[src/rtl/vga_pmod_receiver.sv]
// vga_pmod_receiver: TinyVGA PMOD sink (clk, async reset, pmod in; rx_x/rx_y/rx_active/rx_r/rx_g/rx_b, frame_start, line_len, frame_lines, locked, err, frame_crc out) recovering pixels and locking to the timing parameters; VGA_RX_CRC_EN builds the per-frame CRC-16, else frame_crc is 0
module vga_pmod_receiver #(
  parameter int H_ACTIVE = 640,
  parameter int H_SYNC_START = 656,
  parameter int H_TOTAL = 800,
  parameter int V_ACTIVE = 480,
  parameter int V_SYNC_START = 490,
  parameter int V_TOTAL = 525,
  parameter int LOCK_FRAMES = 2
) (
  input  logic        clk,
  input  logic        reset,
  input  logic [7:0]  pmod,
  output logic [9:0]  rx_x,
  output logic [9:0]  rx_y,
  output logic        rx_active,
  output logic [1:0]  rx_r,
  output logic [1:0]  rx_g,
  output logic [1:0]  rx_b,
  output logic        frame_start,
  output logic [10:0] line_len,
  output logic [9:0]  frame_lines,
  output logic        locked,
  output logic        err,
  output logic [15:0] frame_crc
);
  localparam logic [9:0] HA = 10'(H_ACTIVE);
  localparam logic [9:0] HS = 10'(H_SYNC_START);
  localparam logic [9:0] HL = 10'(H_TOTAL - 1);
  localparam logic [10:0] HT = 11'(H_TOTAL);
  localparam logic [9:0] VA = 10'(V_ACTIVE);
  localparam logic [9:0] VS = 10'(V_SYNC_START);
  localparam logic [9:0] VL = 10'(V_TOTAL - 1);
  localparam logic [9:0] VT = 10'(V_TOTAL);
  localparam logic [2:0] LF = 3'(LOCK_FRAMES);
  typedef enum logic [1:0] {UNLOCKED, CHECK, LOCKED} state_t;
  state_t state, nxt;
  logic [7:0] s1;
  logic [1:0] s2;
  logic [5:0] pix;
  logic [10:0] h_cnt;
  logic [9:0] l_cnt;
  logic [2:0] good_cnt, good_nxt;
  logic h_seen, bad, hfall, vfall, x_wrap, line_bad, frame_bad, lose;
  assign hfall = s2[1] & ~s1[7];
  assign vfall = s2[0] & ~s1[3];
  assign x_wrap = !hfall && rx_x == HL;
  assign line_bad = hfall && h_seen && h_cnt != HT;
  assign frame_bad = bad || l_cnt != VT;
  assign lose = line_bad || (vfall && l_cnt != VT) || h_cnt == 11'h7ff;
  assign rx_active = locked && rx_x < HA && rx_y < VA;
  assign {rx_r, rx_g, rx_b} = rx_active ? pix : 6'd0;
  assign frame_start = locked && rx_x == 10'd0 && rx_y == 10'd0;
  always_comb begin
    good_nxt = state == UNLOCKED ? 3'd0 :
               state == CHECK && vfall ? (frame_bad ? 3'd0 : good_cnt + 3'd1) : good_cnt;
    nxt = state == UNLOCKED ? (vfall ? CHECK : UNLOCKED) :
          state == CHECK ? (vfall && good_nxt == LF ? LOCKED : CHECK) :
          (lose ? UNLOCKED : LOCKED);
  end
  always_ff @(posedge clk or posedge reset)
    if (reset) begin
      s1 <= '0;
      s2 <= '0;
      pix <= '0;
      rx_x <= '0;
      rx_y <= '0;
      h_cnt <= '0;
      line_len <= '0;
      l_cnt <= '0;
      frame_lines <= '0;
      bad <= 1'b0;
      h_seen <= 1'b0;
      state <= UNLOCKED;
      good_cnt <= '0;
      locked <= 1'b0;
      err <= 1'b0;
    end else begin
      s1 <= pmod;
      s2 <= {s1[7], s1[3]};
      pix <= {s1[0], s1[4], s1[1], s1[5], s1[2], s1[6]};
      rx_x <= hfall ? HS : x_wrap ? 10'd0 : rx_x + 10'd1;
      rx_y <= vfall ? VS : x_wrap ? (rx_y == VL ? 10'd0 : rx_y + 10'd1) : rx_y;
      h_cnt <= hfall ? 11'd1 : h_cnt == 11'h7ff ? h_cnt : h_cnt + 11'd1;
      line_len <= hfall ? h_cnt : line_len;
      l_cnt <= vfall ? {9'd0, hfall} : hfall && l_cnt != 10'h3ff ? l_cnt + 10'd1 : l_cnt;
      frame_lines <= vfall ? l_cnt : frame_lines;
      bad <= vfall ? line_bad : bad | line_bad;
      h_seen <= nxt == UNLOCKED && state != UNLOCKED ? 1'b0 : h_seen | hfall;
      state <= nxt;
      good_cnt <= good_nxt;
      locked <= nxt == LOCKED;
      err <= state == LOCKED && nxt == UNLOCKED;
    end
`ifdef VGA_RX_CRC_EN
  logic [15:0] acc;
  logic crc_ok;
  function automatic logic [15:0] crc6(input logic [15:0] c, input logic [5:0] d);
    logic [15:0] r;
    r = c;
    for (int i = 5; i >= 0; i--) r = {r[14:0], 1'b0} ^ ((r[15] ^ d[i]) ? 16'h1021 : 16'h0000);
    return r;
  endfunction
  always_ff @(posedge clk or posedge reset)
    if (reset) begin
      acc <= 16'hffff;
      crc_ok <= 1'b0;
      frame_crc <= '0;
    end else begin
      acc <= !locked ? 16'hffff :
             frame_start ? crc6(16'hffff, {rx_r, rx_g, rx_b}) :
             rx_active ? crc6(acc, {rx_r, rx_g, rx_b}) : acc;
      crc_ok <= locked && (crc_ok || frame_start);
      frame_crc <= frame_start && crc_ok ? acc : frame_crc;
    end
`else
  assign frame_crc = 16'h0000;
`endif
endmodule
[config.mk]
export PLATFORM = sky130hd
export DESIGN_NAME = vga_pmod_receiver
export DESIGN_NICKNAME = d
export VERILOG_FILES = /design/src/rtl/vga_pmod_receiver.sv
export SDC_FILE = /design/constraint.sdc
export NUM_CORES = 1
export LEC_CHECK = 0
export BUFFER_PORTS_ARGS = -buffer_cell sky130_fd_sc_hd__buf_2
export CAP_MARGIN = 25
export CORE_MARGIN = 1
export CORE_UTILIZATION = 55
export CTS_BUF_LIST = sky130_fd_sc_hd__clkbuf_4 sky130_fd_sc_hd__clkbuf_8 sky130_fd_sc_hd__clkbuf_16
export CTS_CLUSTER_SIZE = 30
export DETAILED_ROUTE_END_ITERATION = 8
export PLACE_DENSITY = 0.79
export SYNTH_ARGS = -nofsm -noshare
export SYNTH_HDL_FRONTEND = slang
export SYNTH_SLANG_ARGS = --single-unit
[constraint.sdc]
create_clock -name clk -period 3.1 [get_ports clk]
set_input_delay 0.31 -clock clk [delete_from_list [all_inputs] [get_ports clk]]
set_output_delay 0.31 -clock clk [all_outputs]
set_load 0.05 [all_outputs]
==> results.txt <==
Hold Vio Cnt, Final - 0
Worst hold path class - in2async
PD cells - 565 nW/µm²
Fill cells - 603
Prevailing post-synth register cell - dfrtp_1
CP required - 2790 ps
Area of the die - 7880 µm²
Post-Place Worst Slack - 984 ps
Final slew viol count - 0
Worst Path Arrival - 2100 ps
Vias in the first global route - 3068
CTS max path bufs - 2
Peak supply drop - 0.374 mV
Die X - 88.8 µm
RSZ-0062 raised after global routing - false
Largest net degree at the start of global routing - 88
Tot GR Track Use - 0.229
Static leakage - 2.28 nW
Layout cell share with drive strength beyond 1 - 0.193
CTS H-tree depth - 3
Post-Route Utilization - 0.650
Clock tree from TritonCTS - built
Kind of critical path - reg2out
DRT Wirelength - 8540 µm
Starting Density - 0.571
Max Freq - 415 MHz
Setup TNS - 0 ps
Crit path time final - 2410 ps
PortBufs - 60
CTS root buffer - clkbuf_8
Clock skew - 7.05 ps
Final setup margin - 689 ps
Maxcap violations - 0
CTS hold repair buffers - 0
Setup repair bufs after CTS - 0
Area grow syn2layout - 13.8%
Core Area - 7250 µm²
Layout Nets - 500
First DRT Iteration DRCs - 211
PostCTS Resize Cnt - 0
Post-DP HPWL - 5840 µm
Gp weighted congestion - 0.880
CTS Buf Count - 9
Die height - 88.8 µm
Final ANT Viol Nets - 0
GR Overflow Total - 0
I/O pin total - 77
Synth warn - 0
Crit Path Max Fanout - 6
Cell variety after synth - 60
Synth Instances - 424
Commonest non-fill, non-tap cell in the layout - dfrtp_1
Ant. Diodes - 0
Worst slew margin - 0.398
Synthesized area - 4140 µm²
Vias - 3325
Residual DRC count - 0
Initial antenna violation count - 0
Mean area per synthesized cell - 9.76 µm²
CP startpoint kind - flop
Clk slew on worst S/H paths - 80 ps
Pre-Repair DR Iteration Count - 4
Final period utilization - 0.778
Crit. End Element - primary output
Commonest cells after routing, fill and taps aside - dfrtp_1 (87), nand2_1 (85), buf_2 (60), o21ai_0 (19), nor2_1 (19)
Synth Register Bits - 87
Vias per cell - 5.68
Worst-Skew Late Latency - 350 ps
Number of synthesized flops with an enable pin - 0
Worst-margin pin slew - 903 ps
WL per Instance - 14.6 µm
Status - completed
FP Rows - 31
CTS Sinks - 87
Ys async rst share - 1.00
First-pass GRT wire length - 13900 µm
Final setup vio count - 0
Register area share after synthesis - 0.526
==> layer usage <==
layer,track usage,vias up,wire length [µm]
met2,0.372,106,4220
met5,0,-,0
met4,0.0674,0,104
met1,0.302,1628,3800
met3,0.0606,13,421
li1,-,1578,-
==> state kept, by name (all words and copies together), names as in the netlist <==
name / flops
frame_lines: 10
err: 1
l_cnt: 10
line_len: 11
rx_y: 10
good_cnt: 3
rx_x: 10
s2: 2
bad: 1
h_cnt: 11
pix: 6
state: 2
h_seen: 1
locked: 1
s1: 8
==> where the power goes <==
group	switching (mW)	internal (mW)	leakage [nW]
sequential	0.0967	1.22	1.10
clock	0.401	0.480	0.109
combinational	0.352	0.118	1.07
==> synth_stat cells (6+ instances only) <==
cell | count | area (µm²)
and2_1 | 8 | 50.1
and4_1 | 7 | 61.3
a21oi_1 | 14 | 70.1
o211ai_1 | 6 | 45.0
buf_4 | 16 | 120
xor2_1 | 8 | 70.1
nand3_1 | 17 | 85.1
o21ai_0 | 19 | 95.1
nand2_1 | 85 | 319
nor3_1 | 14 | 70.1
clkbuf_1 | 14 | 52.6
or3_1 | 6 | 37.5
ha_1 | 9 | 113
dfrtp_1 | 87 | 2180
nand4_1 | 11 | 68.8
inv_1 | 15 | 56.3
nor2_1 | 19 | 71.3
==> final timing paths <==
kind / start / end / slack [ps] / cells past startpoint
worst max-delay path: rx_y[0] / frame_start / 690 / 6
worst min-delay path: reset / s1[1] / 40 / 3
worst max register to register: rx_x[0] / rx_y[9] / 960 / 5
worst min register to register: s1[6] / pix[0] / 350 / 0
max in group asynchronous: reset / l_cnt[7] / 2710 / 3
min in group clk: pmod[3] / s1[3] / 60 / 1
==> cell type report <==
class | count | area [µm²] | area share
Sequential cell | 87 | 2180 | 0.462
Multi-Input combinational cell | 304 | 1780 | 0.378
Timing Repair Buffer | 64 | 343 | 0.0728
Clock buffer | 10 | 138 | 0.0292
Tap cell | 99 | 124 | 0.0263
Clock inverter | 6 | 92.6 | 0.0196
Inverter | 15 | 57.6 | 0.0122
==> worst max-delay path: stages (launching register included) <==
cell and delay (ps):
dfrtp_1 440, inv_1 100, ha_1 140, nor4b_1 400, nand2_1 120, nor4_2 250, buf_2 300
==> per-stage QoR <==
step / hold slack (ps) / std cells / power (mW) / instance area (µm²)
2_1_floorplan: 331 / 439 / 1.70 / 4200
3_3_place_gp: 332 / 569 / 1.79 / 4480
3_5_place_dp: 335 / 569 / 1.81 / 4480
4_1_cts: 43.9 / 585 / 2.69 / 4710
5_1_grt: 38.5 / 585 / 2.78 / 4710
6_report: 37.3 / 585 / 2.66 / 4710
==> kinds of logic (layout without fill, tap and decap cells) <==
logic type	after synthesis	in the layout	synth area share
DFF	87	87	0.526
other	1	16	0.000906
xor gates and xnor gates	13	13	0.0275
adders and majority gates	9	9	0.0272
and+or+nand+nor	196	196	0.242
AOI/OAI and AO/OA	70	70	0.117
buffers and inverters	48	95	0.0602
Note: power is estimated with default switching activity, not from simulation.
